<file path="src/rtl/acc_ctrl_pkg.sv">
// Shared types and helpers for the accelerator control sequencer.
// State and error encodings are visible on status_o / error_o.
package acc_ctrl_pkg;

    typedef enum logic [3:0] {
        ST_IDLE        = 4'd0,
        ST_WRITE       = 4'd1,
        ST_START_ACCEL = 4'd2,
        ST_WAIT        = 4'd3,
        ST_READ        = 4'd4,
        ST_DONE        = 4'd5
    } acc_state_t;

    typedef enum logic [3:0] {
        ER_OKAY        = 4'd0,
        ER_INVALID_CFG = 4'd1,
        ER_OTHERS      = 4'd2,
        ER_TIMEOUT     = 4'd3,
        ER_ABORTED     = 4'd4
    } acc_error_t;

    function automatic logic cnt_in_range(input int unsigned n, input int unsigned max_n);
        return (n != 0) && (n <= max_n);
    endfunction

    // Index width that never collapses to zero bits for single-word jobs.
    function automatic int unsigned idx_width(input int unsigned depth);
        return (depth > 1) ? $clog2(depth) : 1;
    endfunction

endpackage

</file>
<file path="src/rtl/acc_ctrl_if.sv">
// Data-side bundle of the sequencer: input stream, core operand/result port, output stream.
// Streams use valid/ready: a word transfers on a cycle where valid && ready; data is held while valid && !ready.
interface acc_ctrl_if #(
    parameter int DATA_W    = 32,
    parameter int IN_IDX_W  = 4,
    parameter int OUT_IDX_W = 4
);
    logic [DATA_W-1:0]    in_data_i;
    logic                 in_valid_i;
    logic                 in_ready_o;
    logic                 acc_we_o;
    logic [IN_IDX_W-1:0]  acc_waddr_o;
    logic [DATA_W-1:0]    acc_wdata_o;
    logic                 acc_start_o;
    logic                 acc_clear_o;
    logic                 acc_done_i;
    logic [OUT_IDX_W-1:0] acc_raddr_o;
    logic [DATA_W-1:0]    acc_rdata_i;
    logic [DATA_W-1:0]    out_data_o;
    logic                 out_valid_o;
    logic                 out_ready_i;

    modport master (
        output in_data_i, in_valid_i, acc_done_i, acc_rdata_i, out_ready_i,
        input  in_ready_o, acc_we_o, acc_waddr_o, acc_wdata_o, acc_start_o,
               acc_clear_o, acc_raddr_o, out_data_o, out_valid_o
    );

    modport slave (
        input  in_data_i, in_valid_i, acc_done_i, acc_rdata_i, out_ready_i,
        output in_ready_o, acc_we_o, acc_waddr_o, acc_wdata_o, acc_start_o,
               acc_clear_o, acc_raddr_o, out_data_o, out_valid_o
    );
endinterface

</file>
<file path="src/rtl/acc_ctrl_timer.sv">
// Cycle counter for the WAIT timeout. expire is high on the limit-th enabled cycle
// after clear; a limit of zero never expires.
module acc_ctrl_timer #(
    parameter int W = 16
) (
    input  logic         clk,
    input  logic         rst_n,
    input  logic         clear,
    input  logic         enable,
    input  logic [W-1:0] limit,
    output logic         expire
);
    logic [W-1:0] cnt;

    assign expire = (limit != '0) && (cnt == limit - W'(1));

    always_ff @(posedge clk or negedge rst_n) begin
        if (!rst_n) begin
            cnt <= '0;
        end else if (clear) begin
            cnt <= '0;
        end else if (enable && !expire) begin
            cnt <= cnt + W'(1);
        end
    end
endmodule

</file>
<file path="src/rtl/acc_ctrl_fsm.sv">
// Job sequencer between the register slave and an accelerator core: loads operands,
// starts the core, waits for done (with optional timeout), drains results, reports status.
module acc_ctrl_fsm
    import acc_ctrl_pkg::*;
#(
    parameter int DATA_W        = 32,
    parameter int MAX_IN_WORDS  = 16,
    parameter int MAX_OUT_WORDS = 16,
    parameter int TIMEOUT_W     = 16,
    localparam int IN_CNT_W     = $clog2(MAX_IN_WORDS + 1),
    localparam int OUT_CNT_W    = $clog2(MAX_OUT_WORDS + 1),
    localparam int IN_IDX_W     = idx_width(MAX_IN_WORDS),
    localparam int OUT_IDX_W    = idx_width(MAX_OUT_WORDS)
) (
    input  logic                 clk,
    input  logic                 rst_n,
    input  logic                 cfg_start_i,
    input  logic                 cfg_abort_i,
    input  logic [IN_CNT_W-1:0]  cfg_n_in_i,
    input  logic [OUT_CNT_W-1:0] cfg_n_out_i,
    input  logic [TIMEOUT_W-1:0] cfg_timeout_i,
    input  logic                 cfg_irq_en_i,
    acc_ctrl_if.slave            bus,
    output acc_state_t           status_o,
    output acc_error_t           error_o,
    output logic                 busy_o,
    output logic                 irq_o
);
    acc_state_t           state, state_nxt;
    acc_error_t           error_q, error_nxt;
    logic [IN_CNT_W-1:0]  n_in_q, wr_cnt;
    logic [OUT_CNT_W-1:0] n_out_q, rd_cnt;
    logic [TIMEOUT_W-1:0] timeout_q;
    logic busy, abort_busy, cfg_valid, cfg_load;
    logic in_hs, out_hs, last_in, last_out, tmo_expire;

    assign busy       = (state == ST_WRITE) || (state == ST_START_ACCEL) ||
                        (state == ST_WAIT)  || (state == ST_READ);
    assign abort_busy = cfg_abort_i && busy;
    assign cfg_valid  = cnt_in_range(32'(cfg_n_in_i), MAX_IN_WORDS) &&
                        cnt_in_range(32'(cfg_n_out_i), MAX_OUT_WORDS);
    // Abort always beats a simultaneous start, so a job only loads when abort is low.
    assign cfg_load   = cfg_start_i && !cfg_abort_i && cfg_valid &&
                        ((state == ST_IDLE) || (state == ST_DONE));
    assign in_hs      = (state == ST_WRITE) && !cfg_abort_i && bus.in_valid_i;
    assign out_hs     = (state == ST_READ)  && !cfg_abort_i && bus.out_ready_i;
    assign last_in    = (wr_cnt == n_in_q - IN_CNT_W'(1));
    assign last_out   = (rd_cnt == n_out_q - OUT_CNT_W'(1));

    acc_ctrl_timer #(.W(TIMEOUT_W)) u_timer (
        .clk    (clk),
        .rst_n  (rst_n),
        .clear  (state == ST_START_ACCEL),
        .enable (state == ST_WAIT),
        .limit  (timeout_q),
        .expire (tmo_expire)
    );

    always_ff @(posedge clk or negedge rst_n) begin
        if (!rst_n) begin
            state <= ST_IDLE;
        end else begin
            state <= state_nxt;
        end
    end

    always_comb begin
        state_nxt = state;
        error_nxt = error_q;
        unique case (state)
            ST_IDLE, ST_DONE: begin
                if (cfg_abort_i) begin
                    state_nxt = ST_IDLE;
                end else if (cfg_start_i) begin
                    state_nxt = cfg_valid ? ST_WRITE : ST_DONE;
                    error_nxt = cfg_valid ? ER_OKAY : ER_INVALID_CFG;
                end
            end
            ST_WRITE:       if (in_hs && last_in) state_nxt = ST_START_ACCEL;
            ST_START_ACCEL: state_nxt = ST_WAIT;
            ST_WAIT: begin
                if (bus.acc_done_i) begin
                    state_nxt = ST_READ;
                end else if (tmo_expire) begin
                    state_nxt = ST_DONE;
                    error_nxt = ER_TIMEOUT;
                end
            end
            ST_READ: begin
                if (out_hs && last_out) begin
                    state_nxt = ST_DONE;
                    error_nxt = ER_OKAY;
                end
            end
            default: state_nxt = ST_IDLE;
        endcase
        if (abort_busy) begin
            state_nxt = ST_DONE;
            error_nxt = ER_ABORTED;
        end
    end

    always_comb begin
        bus.in_ready_o  = (state == ST_WRITE) && !cfg_abort_i;
        bus.acc_we_o    = in_hs;
        bus.acc_waddr_o = wr_cnt[IN_IDX_W-1:0];
        bus.acc_wdata_o = bus.in_data_i;
        bus.acc_start_o = (state == ST_START_ACCEL) && !cfg_abort_i;
        bus.acc_clear_o = abort_busy ||
                          ((state == ST_WAIT) && !bus.acc_done_i && tmo_expire);
        bus.out_valid_o = (state == ST_READ) && !cfg_abort_i;
        bus.acc_raddr_o = (state == ST_READ) ? rd_cnt[OUT_IDX_W-1:0] : '0;
        bus.out_data_o  = (state == ST_READ) ? bus.acc_rdata_i : '0;
        status_o        = state;
        error_o         = error_q;
        busy_o          = busy;
        irq_o           = (state == ST_DONE) && cfg_irq_en_i;
    end

    // Job parameters are captured once at start; the register slave may change them mid-job.
    always_ff @(posedge clk or negedge rst_n) begin
        if (!rst_n) begin
            n_in_q    <= '0;
            n_out_q   <= '0;
            timeout_q <= '0;
            wr_cnt    <= '0;
            rd_cnt    <= '0;
            error_q   <= ER_OKAY;
        end else begin
            error_q <= error_nxt;
            if (cfg_load) begin
                n_in_q    <= cfg_n_in_i;
                n_out_q   <= cfg_n_out_i;
                timeout_q <= cfg_timeout_i;
                wr_cnt    <= '0;
                rd_cnt    <= '0;
            end else begin
                if (in_hs)  wr_cnt <= wr_cnt + IN_CNT_W'(1);
                if (out_hs) rd_cnt <= rd_cnt + OUT_CNT_W'(1);
            end
        end
    end
endmodule

</file>
<file path="src/flat_wrapper.sv">
// flat-port wrapper written by rule: the top's interface ports become plain ports
module acc_ctrl_fsm_flat import acc_ctrl_pkg::*;
#(
    parameter int DATA_W        = 32,
    parameter int MAX_IN_WORDS  = 16,
    parameter int MAX_OUT_WORDS = 16,
    parameter int TIMEOUT_W     = 16,
    localparam int IN_CNT_W     = $clog2(MAX_IN_WORDS + 1),
    localparam int OUT_CNT_W    = $clog2(MAX_OUT_WORDS + 1),
    localparam int IN_IDX_W     = idx_width(MAX_IN_WORDS),
    localparam int OUT_IDX_W    = idx_width(MAX_OUT_WORDS)
)
  (clk, rst_n, cfg_start_i, cfg_abort_i, cfg_n_in_i, cfg_n_out_i, cfg_timeout_i, cfg_irq_en_i, status_o, error_o, busy_o, irq_o, bus_in_data_i, bus_in_valid_i, bus_acc_done_i, bus_acc_rdata_i, bus_out_ready_i, bus_in_ready_o, bus_acc_we_o, bus_acc_waddr_o, bus_acc_wdata_o, bus_acc_start_o, bus_acc_clear_o, bus_acc_raddr_o, bus_out_data_o, bus_out_valid_o);
  acc_ctrl_if #(.DATA_W(DATA_W), .IN_IDX_W(4), .OUT_IDX_W(4)) bus_i ();
  input  logic clk;
  input  logic rst_n;
  input  logic cfg_start_i;
  input  logic cfg_abort_i;
  input  logic [IN_CNT_W-1:0] cfg_n_in_i;
  input  logic [OUT_CNT_W-1:0] cfg_n_out_i;
  input  logic [TIMEOUT_W-1:0] cfg_timeout_i;
  input  logic cfg_irq_en_i;
  output acc_state_t status_o;
  output acc_error_t error_o;
  output logic busy_o;
  output logic irq_o;
  input wire logic [$bits(bus_i.in_data_i)-1:0] bus_in_data_i;
  input wire logic [$bits(bus_i.in_valid_i)-1:0] bus_in_valid_i;
  input wire logic [$bits(bus_i.acc_done_i)-1:0] bus_acc_done_i;
  input wire logic [$bits(bus_i.acc_rdata_i)-1:0] bus_acc_rdata_i;
  input wire logic [$bits(bus_i.out_ready_i)-1:0] bus_out_ready_i;
  output wire logic [$bits(bus_i.in_ready_o)-1:0] bus_in_ready_o;
  output wire logic [$bits(bus_i.acc_we_o)-1:0] bus_acc_we_o;
  output wire logic [$bits(bus_i.acc_waddr_o)-1:0] bus_acc_waddr_o;
  output wire logic [$bits(bus_i.acc_wdata_o)-1:0] bus_acc_wdata_o;
  output wire logic [$bits(bus_i.acc_start_o)-1:0] bus_acc_start_o;
  output wire logic [$bits(bus_i.acc_clear_o)-1:0] bus_acc_clear_o;
  output wire logic [$bits(bus_i.acc_raddr_o)-1:0] bus_acc_raddr_o;
  output wire logic [$bits(bus_i.out_data_o)-1:0] bus_out_data_o;
  output wire logic [$bits(bus_i.out_valid_o)-1:0] bus_out_valid_o;
  assign bus_i.in_data_i = bus_in_data_i;
  assign bus_i.in_valid_i = bus_in_valid_i;
  assign bus_i.acc_done_i = bus_acc_done_i;
  assign bus_i.acc_rdata_i = bus_acc_rdata_i;
  assign bus_i.out_ready_i = bus_out_ready_i;
  assign bus_in_ready_o = bus_i.in_ready_o;
  assign bus_acc_we_o = bus_i.acc_we_o;
  assign bus_acc_waddr_o = bus_i.acc_waddr_o;
  assign bus_acc_wdata_o = bus_i.acc_wdata_o;
  assign bus_acc_start_o = bus_i.acc_start_o;
  assign bus_acc_clear_o = bus_i.acc_clear_o;
  assign bus_acc_raddr_o = bus_i.acc_raddr_o;
  assign bus_out_data_o = bus_i.out_data_o;
  assign bus_out_valid_o = bus_i.out_valid_o;
  acc_ctrl_fsm #(.DATA_W(DATA_W), .MAX_IN_WORDS(MAX_IN_WORDS), .MAX_OUT_WORDS(MAX_OUT_WORDS), .TIMEOUT_W(TIMEOUT_W)) u_core (.clk(clk), .rst_n(rst_n), .cfg_start_i(cfg_start_i), .cfg_abort_i(cfg_abort_i), .cfg_n_in_i(cfg_n_in_i), .cfg_n_out_i(cfg_n_out_i), .cfg_timeout_i(cfg_timeout_i), .cfg_irq_en_i(cfg_irq_en_i), .bus(bus_i), .status_o(status_o), .error_o(error_o), .busy_o(busy_o), .irq_o(irq_o));
endmodule
</file>
<file path="config.mk">
export PLATFORM = sky130hd
export DESIGN_NAME = acc_ctrl_fsm_flat
export DESIGN_NICKNAME = d
export VERILOG_FILES = /design/src/rtl/acc_ctrl_pkg.sv /design/src/rtl/acc_ctrl_if.sv /design/src/rtl/acc_ctrl_timer.sv /design/src/rtl/acc_ctrl_fsm.sv /design/src/flat_wrapper.sv
export SDC_FILE = /design/constraint.sdc
export NUM_CORES = 1
export LEC_CHECK = 0
export CORE_UTILIZATION = 43
export CTS_CLUSTER_SIZE = 24
export DETAILED_ROUTE_END_ITERATION = 16
export GPL_ROUTABILITY_DRIVEN = 0
export PLACE_DENSITY_LB_ADDON = 0.25
export SYNTH_ARGS = -nofsm -noshare
export SYNTH_HDL_FRONTEND = slang
export SYNTH_SLANG_ARGS = --single-unit
</file>
<file path="constraint.sdc">
create_clock -name clk -period 3 [get_ports clk]
set_input_delay 0.45 -clock clk [delete_from_list [all_inputs] [get_ports clk]]
set_output_delay 0.45 -clock clk [all_outputs]
set_load 0.1 [all_outputs]
</file>
==> results.py, run 1 <==
metrics = {
    "clock_network": {
        "clkTransAtPathRegs_ns": 0.07,
        "cts_sinks": 58,
        "cts_buffers": 9,
        "cts-root-buf": "clkbuf_8",
        "h-tree-depth": 3,
        "hold_buffers": 0,
        "clockBufferDepth": 2,
        "cts_tree": "yes",
        "clkLatencyLatePin_ns": 0.34,
    },
    "setup_path": {
        "path_class": "flip-flop to primary output",
        "critical_path.cell_chain": "or4_4, nor3_4, mux2_4, a31oi_4, o2111ai_4, o31ai_4, buf_12",
        "cp_num_buf_inv": 1,
        "crit_fanout": 5,
        "cp.required_ns": 2.55,
        "worstPathArrival_ns": 2.75,
        "reg2reg_from": "u_core.timeout_q[8]",
        "slowest_stage": "or4_4",
        "startpoint": "u_core.timeout_q[3]",
        "endpoint_kind": "primary output",
        "path_delay_family": "simple AND/OR/NAND/NOR gates",
        "crit_path_max_incr_delay_ns": 0.63,
        "critPathLaunchType": "flip-flop",
    },
    "grt": {
        "grt_pass1_wl_um": 17910,
        "grt_start_max_net_pins": 41,
        "track_usage": 0.2226,
        "antenna_found_initial": 0,
        "grt-ovfl-total": 0,
        "grt_pass1_vias": 3746,
    },
    "timing": {
        "worst_slack_ns": -0.2045,
        "max_slew_margin": 0.4059,
        "min_period_ns": 3.204,
        "tightestPinTransition_ns": 0.8911,
        "maxSlewViolCount": 0,
        "hold_violations": 0,
        "setup_viol": 1,
        "timing.fmax_mhz": 312.1,
        "min_period_over_period": 1.068,
        "finalHoldWorstSlack_ns": 0.2316,
        "fin_setup_tns_ns": -0.2045,
        "skew_ns": 0.007193,
        "rsz0062_at_grt": "true",
    },
    "power": {
        "peakVddDrop_v": 0.0005559,
        "power.net_switching_mw": 3.258,
        "pwr-share-comb": 0.657,
        "p_sw_frac": 0.5281,
        "clkPwrFrac": 0.117,
        "pwr-share-seq": 0.226,
        "leakage_nw": 2.528,
        "powerDensity_nw_per_um2": 1032,
        "p_int_mw": 2.911,
    },
    "finish": {
        "diodes": 0,
        "finalCoreUtilization": 0.6375,
        "final_cell_mix": "nand2_1 (93), clkdlybuf4s50_1 (64), dfrtp_1 (53)",
        "final_common_cell": "nand2_1",
        "drive_above_1_share": 0.2161,
        "nets": 696,
        "fin_cells": 726,
        "area_delta_synth_final_pct": 41.94,
    },
    "floorplanning": {
        "placementRows": 35,
        "pin_count": 185,
        "die_area_sq_um": 10190,
        "die_w_um": 100.9,
        "die_height_um": 100.9,
        "start_util": 0.4491,
        "core-area_sq_um": 9371,
    },
    "synthesis": {
        "seq_area_frac_synth": 0.3448,
        "ys_ff_latch": 58,
        "ys_types": 58,
        "syn_inst": 506,
        "avgSynthCellArea_sq_um": 8.318,
        "syn_area_sq_um": 4209,
        "synth_edf_count": 0,
        "yosys-top-cells-area": "dfrtp_1 (34%), nand2_1 (8.3%), buf_4 (7.1%)",
        "ys_async_sr_fraction": 1.000,
        "post-synth-top-area-cell": "dfrtp_1",
        "ys.flop_type": "dfrtp_1",
        "synth_top_area_share": 0.3448,
        "yosysWarnings": 0,
    },
    "placed_design": {
        "io_buffers": 118,
        "dp_hpwl_um": 8204,
        "placed_cells": 707,
    },
    "detailed_routing": {
        "ant_nets": 0,
        "finalWirelength_um": 10920,
        "drtIter0Drc": 140,
        "via_count": 3872,
        "remaining_drc_errors": 0,
        "avgViaCountPerCell": 5.333,
        "post_drt_wl_per_cell_um": 15.04,
        "dr.pass1.iters": 4,
    },
    "outcome": {
        "run_status": "complete, but fails checks",
        "failed_checks": "setup timing",
    },
    "hold_path": {
        "hp-class": "input port to asynchronous set/reset pin",
    },
    "flow_run": {
        "maxCapViolCount": 0,
    },
}
[registers in the layout, summed over array words and instances (netlist names)]
name                count
u_core.timeout_q       16
u_core.u_timer.cnt     16
u_core.n_in_q           5
u_core.n_out_q          5
u_core.rd_cnt           5
u_core.wr_cnt           5
u_core.error_o          3
u_core.status_o         3
[power by group through the flow]
stage | Combinational [mW] | Sequential [mW] | Clock [mW]
floorplan | 2.93 | 1.50 | 0
global placement | 3.84 | 1.39 | 0
detailed placement | 3.92 | 1.41 | 0
CTS | 4.00 | 1.39 | 0.731
global route | 4.30 | 1.44 | 0.769
finish | 4.05 | 1.40 | 0.721
[worst paths after layout]
kind / endpoint / slack [ns] / cells past startpoint
max: bus_acc_clear_o / -0.20 / 7
min: u_core.timeout_q[12] / 0.23 / 1
max reg2reg: u_core.u_timer.cnt[14] / 0.09 / 12
min reg2reg: u_core.n_in_q[4] / 0.51 / 2
max in group asynchronous: u_core.rd_cnt[3] / 1.98 / 2
min in group clk: u_core.n_in_q[4] / 0.51 / 2
[stage by stage]
step	instance area (sq um)	power [mW]	setup WS, ns
2_1_floorplan	4357	4.434	-0.2773
3_3_place_gp	5704	5.234	0.1245
3_5_place_dp	5704	5.325	0.07122
4_1_cts	5934	6.121	-0.2032
5_1_grt	5974	6.513	-0.2860
6_report	5974	6.168	-0.2045
[routing by layer]
| metal | global-route usage | routed length (um) |
|---|---|---|
| met2 | 0.3688 | 5531 |
| met3 | 0.05825 | 581 |
| met4 | 0.06689 | 218 |
| met5 | 0 | 0 |
| met1 | 0.2849 | 4588 |
[synth_stat cells, drive strengths merged (3+ instances only)]
cell type	number
a31oi	5
nand4	7
buf	43
o211ai	3
or4	9
and3	4
ha	6
inv	9
nor2	27
nor3b	4
nand2b	9
clkbuf	23
mux2i	9
dfrtp	58
and2	42
xor2	15
nor3	12
a21oi	12
nor4	12
xnor2	31
o31ai	10
o311ai	5
nand3b	3
nand3	8
nand2	93
o21ai	14
nor2b	4
or3	5
[cell type report]
type,instances,area [sq um]
clock inverter,7,68.82
fill,819,3397
inverter,9,33.78
sequential,58,1463
clock buffer,9,123.9
timing repair buffer,140,1622
tap,129,161.4
multi-input combinational,374,2502
[cell families after synthesis]
| logic type | synth area share |
|---|---|
| and+or+nand+nor | 0.3032 |
| buffers and inverters | 0.1049 |
| AOI/OAI and AO/OA | 0.1049 |
| DFF | 0.3448 |
| xor gates and xnor gates | 0.09572 |
| muxes | 0.02765 |
| adders and majority gates | 0.01784 |
| other | 0.0008909 |
[repair_timing]
item / CTS / global route
resized for setup: 6 / 6
setup endpoints to repair: 1 / 3
hold endpoints to repair: 0 / 0
setup buffers: 2 / 1
pin swaps: 5 / 4
No activity file was read; power rests on OpenSTA's default activity.
==> run 2, diff against run 1 <==
--- a/config.mk
+++ b/config.mk
@@ -5,6 +5,7 @@
 export SDC_FILE = /design/constraint.sdc
 export NUM_CORES = 1
 export LEC_CHECK = 0
+export CORE_ASPECT_RATIO = 0.8
 export CORE_UTILIZATION = 43
 export CTS_CLUSTER_SIZE = 24
 export DETAILED_ROUTE_END_ITERATION = 16
==> results.py, run 2 (synthesis results as in run 1) <==
metrics = {
    "outcome": {
        "run_status": "complete, but fails checks",
        "failed_checks": "setup timing",
    },
    "detailed_routing": {
        "finalWirelength_um": 12380,
        "via_count": 3906,
        "avgViaCountPerCell": 5.455,
        "drtIter0Drc": 257,
        "ant_nets": 0,
        "remaining_drc_errors": 0,
        "dr.pass1.iters": 4,
        "post_drt_wl_per_cell_um": 17.28,
    },
    "grt": {
        "met3_usage": 0.06107,
        "grt_pass1_wl_um": 20690,
        "grt.met2_usage": 0.4352,
        "antenna_found_initial": 0,
        "grt-ovfl-total": 0,
        "grt_pass1_vias": 4054,
        "met1_usage": 0.3059,
        "grt-busiest-layer": "met2",
        "grt_start_max_net_pins": 39,
        "track_usage": 0.2605,
    },
    "setup_path": {
        "r2r_end": "u_core.status_o[0]",
        "endpoint_kind": "primary output",
        "reg2reg_from": "u_core.timeout_q[9]",
        "cp.required_ns": 2.55,
        "rr_worst_depth": 9,
        "worstPathArrival_ns": 2.69,
        "crit_fanout": 5,
        "path_class": "flip-flop to primary output",
        "critPathLaunchType": "flip-flop",
        "reg2reg_slack_ns": 0.13,
    },
    "placed_design": {
        "placed_cells": 692,
        "io_buffers": 118,
        "dpl_cell_area_sq_um": 5767,
        "dp_hpwl_um": 9529,
        "dpl_worst_slack_ns": 0.01255,
    },
    "floorplanning": {
        "core-area_sq_um": 9270,
        "start_util": 0.4540,
        "die_w_um": 112.6,
        "die_area_sq_um": 10190,
        "placementRows": 31,
        "pin_count": 185,
        "die_height_um": 90.49,
    },
    "clock_network": {
        "clockBufferDepth": 2,
        "cts_sinks": 58,
        "cts_buffers": 9,
        "h-tree-depth": 3,
        "hold_buffers": 0,
        "clkTransAtPathRegs_ns": 0.05,
        "cts-root-buf": "clkbuf_16",
        "clkLatencyLatePin_ns": 0.33,
        "cts_tree": "yes",
    },
    "finish": {
        "largest_registers": "u_core.timeout_q x16, u_core.u_timer.cnt x16",
        "multi_input_area_sq_um": 2506,
        "drive_above_1_share": 0.2180,
        "final_common_cell": "nand2_1",
        "area_delta_synth_final_pct": 46.43,
        "nFillCells": 725,
        "diodes": 0,
        "nets": 702,
        "final_cell_mix": "nand2_1 (93), clkdlybuf4s50_1 (64), dfrtp_1 (54)",
        "final_area_sq_um": 6163,
        "fin_cells": 716,
        "finalCoreUtilization": 0.6649,
        "seqCellArea_sq_um": 1461,
    },
    "timing": {
        "fin_setup_tns_ns": -0.1423,
        "tightestPinTransition_ns": 0.6404,
        "rsz0062_at_grt": "true",
        "min_period_over_period": 1.047,
        "max_slew_margin": 0.5731,
        "setup_viol": 1,
        "finalHoldWorstSlack_ns": 0.1421,
        "min_period_ns": 3.142,
        "maxSlewViolCount": 0,
        "worst_slack_ns": -0.1423,
        "timing.fmax_mhz": 318.2,
        "skew_ns": 0.007813,
        "hold_violations": 0,
    },
    "power": {
        "finalPower_mw": 6.420,
        "leakage_nw": 2.612,
        "peakVddDrop_v": 0.0004601,
        "powerDensity_nw_per_um2": 1042,
    },
    "flow_run": {
        "maxCapViolCount": 0,
    },
    "hold_path": {
        "hp-class": "input port to asynchronous set/reset pin",
    },
}
run 2: cell count changes in the layout (fill, tap and decap cells not counted), moves of 2 or more:
cell       before  now
clkbuf_8        9    1
buf_4          42   40
buf_12         33   40
clkbuf_16       0    9
run 2: area by class of cell:
type	count	share of cell area
clock inverter	3	0.002842
multi-input combinational	374	0.4066
sequential	58	0.2371
clock buffer	11	0.03938
tap	115	0.02335
inverter	9	0.005481
timing repair buffer	146	0.2852
run 2: per-layer routing:
| layer | up-vias | wire [um] | share of wire |
|---|---|---|---|
| met2 | 155 | 6032 | 0.49 |
| met4 | 0 | 576 | 0.047 |
| met1 | 1834 | 4892 | 0.40 |
| met5 | - | 0 | 0 |
| met3 | 40 | 875 | 0.071 |
| li1 | 1877 | - | - |
run 2: worst max path at each step:
stage                        startpoint         endpoint  slack (ns)
floorplan           u_core.timeout_q[5]  bus_acc_clear_o       -0.28
finish              u_core.timeout_q[7]  bus_acc_clear_o       -0.14
detailed placement  u_core.timeout_q[0]  bus_acc_clear_o        0.01
global placement    u_core.timeout_q[3]  bus_acc_clear_o        0.09
global route        u_core.timeout_q[7]  bus_acc_clear_o       -0.27
CTS                 u_core.timeout_q[5]  bus_acc_clear_o       -0.12
run 2: critical path, stage by stage, from the launching register on:
cell       delay (ns)
dfrtp_1          0.42
or4_4            0.57
nor3_4           0.23
mux2_4           0.33
a31oi_4          0.17
o2111ai_4        0.18
o31ai_4          0.25
buf_12           0.21
run 2: what timing repair did:
action                     in CTS  in global routing
pin swaps                       8                  0
gates resized for setup         8                  4
setup buffers                   7                  3
setup endpoints to repair       1                  2
run 2: report_power, final:
| part | switching (mW) | internal (mW) |
|---|---|---|
| sequential | 0.358 | 1.05 |
| clock | 0.336 | 0.567 |
| combinational | 2.60 | 1.52 |
| total | 3.29 | 3.13 |
==> run 3, diff against run 2 <==
--- a/config.mk
+++ b/config.mk
@@ -5,11 +5,14 @@
 export SDC_FILE = /design/constraint.sdc
 export NUM_CORES = 1
 export LEC_CHECK = 0
+export CELL_PAD_IN_SITES_DETAIL_PLACEMENT = 1
+export CELL_PAD_IN_SITES_GLOBAL_PLACEMENT = 2
 export CORE_ASPECT_RATIO = 0.8
-export CORE_UTILIZATION = 43
+export CORE_UTILIZATION = 23
 export CTS_CLUSTER_SIZE = 24
 export DETAILED_ROUTE_END_ITERATION = 16
 export GPL_ROUTABILITY_DRIVEN = 0
+export GPL_TIMING_DRIVEN = 0
 export PLACE_DENSITY_LB_ADDON = 0.25
 export SYNTH_ARGS = -nofsm -noshare
 export SYNTH_HDL_FRONTEND = slang
==> constraint.sdc (replaced) <==
create_clock -name clk -period 3 [get_ports clk]
set_input_delay 0.6 -clock clk [delete_from_list [all_inputs] [get_ports clk]]
set_output_delay 0.6 -clock clk [all_outputs]
set_load 0.1 [all_outputs]
==> results.py, run 3 (synthesis results as in run 1) <==
metrics = {
    "outcome": {
        "run_status": "complete, but fails checks",
        "failed_checks": "setup timing",
    },
    "setup_path": {
        "worstPathArrival_ns": 2.78,
        "critical_path.cell_chain": "or4_4, buf_4, nor4_4, xnor2_1, nor3_2, o2111ai_4, o31ai_4, buf_12",
        "endpoint_kind": "primary output",
        "crit_fanout": 5,
        "slowest_stage": "or4_4",
        "crit_path_max_incr_delay_ns": 0.61,
        "critPathLaunchType": "flip-flop",
        "cp.required_ns": 2.40,
        "path_class": "flip-flop to primary output",
        "path_delay_family": "simple AND/OR/NAND/NOR gates",
        "cp_num_buf_inv": 2,
    },
    "clock_network": {
        "h-tree-depth": 3,
        "cts_tree": "yes",
        "cts_sinks": 58,
        "hold_buffers": 0,
        "clkLatencyLatePin_ns": 0.34,
        "clockBufferDepth": 2,
        "cts_buffers": 9,
        "clkTransAtPathRegs_ns": 0.05,
        "cts-root-buf": "clkbuf_16",
    },
    "placed_design": {
        "dp_hpwl_um": 12180,
        "placed_cells": 882,
        "io_buffers": 150,
        "dpl_worst_slack_ns": -1.289,
    },
    "power": {
        "pwr-share-seq": 0.215,
        "p_int_mw": 3.055,
        "leakage_nw": 2.760,
        "power.net_switching_mw": 3.526,
        "powerDensity_nw_per_um2": 1007,
        "clkPwrFrac": 0.156,
        "pwr-share-comb": 0.628,
        "peakVddDrop_v": 0.0004116,
        "p_sw_frac": 0.5358,
    },
    "finish": {
        "diodes": 0,
        "area_delta_synth_final_pct": 55.32,
        "finalCoreUtilization": 0.3716,
        "nets": 778,
        "fin_cells": 903,
        "drive_above_1_share": 0.2301,
        "final_cell_mix": "clkdlybuf4s50_1 (106), nand2_1 (93), buf_4 (71)",
        "final_common_cell": "clkdlybuf4s50_1",
        "largest_registers": "u_core.timeout_q x16, u_core.u_timer.cnt x16",
    },
    "detailed_routing": {
        "avgViaCountPerCell": 4.662,
        "remaining_drc_errors": 0,
        "post_drt_wl_per_cell_um": 17.09,
        "dr.pass1.iters": 4,
        "drtIter0Drc": 169,
        "via_count": 4210,
        "finalWirelength_um": 15430,
        "ant_nets": 0,
    },
    "timing": {
        "skew_ns": 0.007080,
        "worst_slack_ns": -0.3769,
        "max_slew_margin": 0.3274,
        "finalHoldWorstSlack_ns": 0.3487,
        "hold_violations": 0,
        "setup_viol": 1,
        "maxSlewViolCount": 0,
        "tightestPinTransition_ns": 1.006,
        "rsz0062_at_grt": "true",
        "min_period_over_period": 1.126,
        "min_period_ns": 3.377,
        "timing.fmax_mhz": 296.1,
    },
    "grt": {
        "grt_pass1_wl_um": 23910,
        "grt-ovfl-total": 0,
        "track_usage": 0.1673,
        "grt_start_max_net_pins": 59,
        "grt_pass1_vias": 4397,
        "antenna_found_initial": 0,
    },
    "flow_run": {
        "maxCapViolCount": 0,
    },
    "floorplanning": {
        "core-area_sq_um": 17590,
        "die_area_sq_um": 18850,
        "die_height_um": 123.0,
        "die_w_um": 153.2,
        "placementRows": 43,
        "pin_count": 185,
        "start_util": 0.2392,
    },
    "hold_path": {
        "hp-class": "input port to asynchronous set/reset pin",
    },
}
run 3: worst register-to-register path: stages (launching register included):
cell	delay [ns]
dfrtp_2	0.40
or4_4	0.61
buf_4	0.18
nor4_4	0.23
xnor2_1	0.12
nor3_2	0.21
buf_4	0.15
buf_4	0.09
o2111a_2	0.31
o211ai_2	0.16
mux2_4	0.35
run 3: layer usage:
| layer | vias to the layer above | share of wire | GRT usage |
|---|---|---|---|
| li1 | 2027 | - | - |
| met1 | 2003 | 0.43 | 0.1954 |
| met2 | 157 | 0.47 | 0.2908 |
| met3 | 23 | 0.056 | 0.02944 |
| met4 | 0 | 0.041 | 0.1010 |
| met5 | - | 0 | 0 |
run 3: path summary, 6_finish.rpt:
check | startpoint | to | slack (ns) | depth (start not counted)
setup / recovery | u_core.timeout_q[5] | bus_acc_clear_o | -0.38 | 8
hold / removal | rst_n | u_core.timeout_q[11] | 0.35 | 1
setup reg to reg | u_core.timeout_q[5] | u_core.status_o[0] | 0.06 | 10
hold reg to reg | u_core.n_in_q[4] | u_core.n_in_q[4] | 0.50 | 2
max in group asynchronous | rst_n | u_core.status_o[0] | 2.06 | 1
min in group clk | u_core.n_in_q[4] | u_core.n_in_q[4] | 0.50 | 2
run 3: repair_timing:
item / in CTS / in global routing
resized for setup: 230 / 25
pin swaps: 9 / 9
endpoints found under the hold margin: 0 / 0
setup endpoints to repair: 82 / 70
gates cloned: 0 / 0
buffers inserted: 7 / 3
run 3: through the flow:
step | area, sq um | power (mW) | setup TNS, ns
after floorplan | 4370 | 4.445 | -0.5246
final | 6538 | 6.581 | -0.3769
after global routing | 6538 | 6.971 | -0.5564
after CTS | 6422 | 6.514 | -0.4243
after detailed placement | 6151 | 5.429 | -47.26
after global placement | 6153 | 5.362 | -85.51
run 3: area by class of cell:
type	instances	area, sq um
clock buffer	12	246.5
tap	225	281.5
timing repair buffer	160	1508
fill	2034	11060
buffer	62	406.6
sequential	58	1470
multi-input combinational	374	2551
inverter	9	33.78
clock inverter	3	40.04
run 3: power by group through the flow:
| stage | sequential (mW) | clock (mW) | combinational [mW] |
|---|---|---|---|
| final | 1.42 | 1.03 | 4.14 |
| after floorplan | 1.50 | 0 | 2.94 |
| after detailed placement | 1.37 | 0 | 4.05 |
| after global placement | 1.36 | 0 | 4.00 |
| after CTS | 1.41 | 1.05 | 4.06 |
| after global routing | 1.47 | 1.08 | 4.43 |
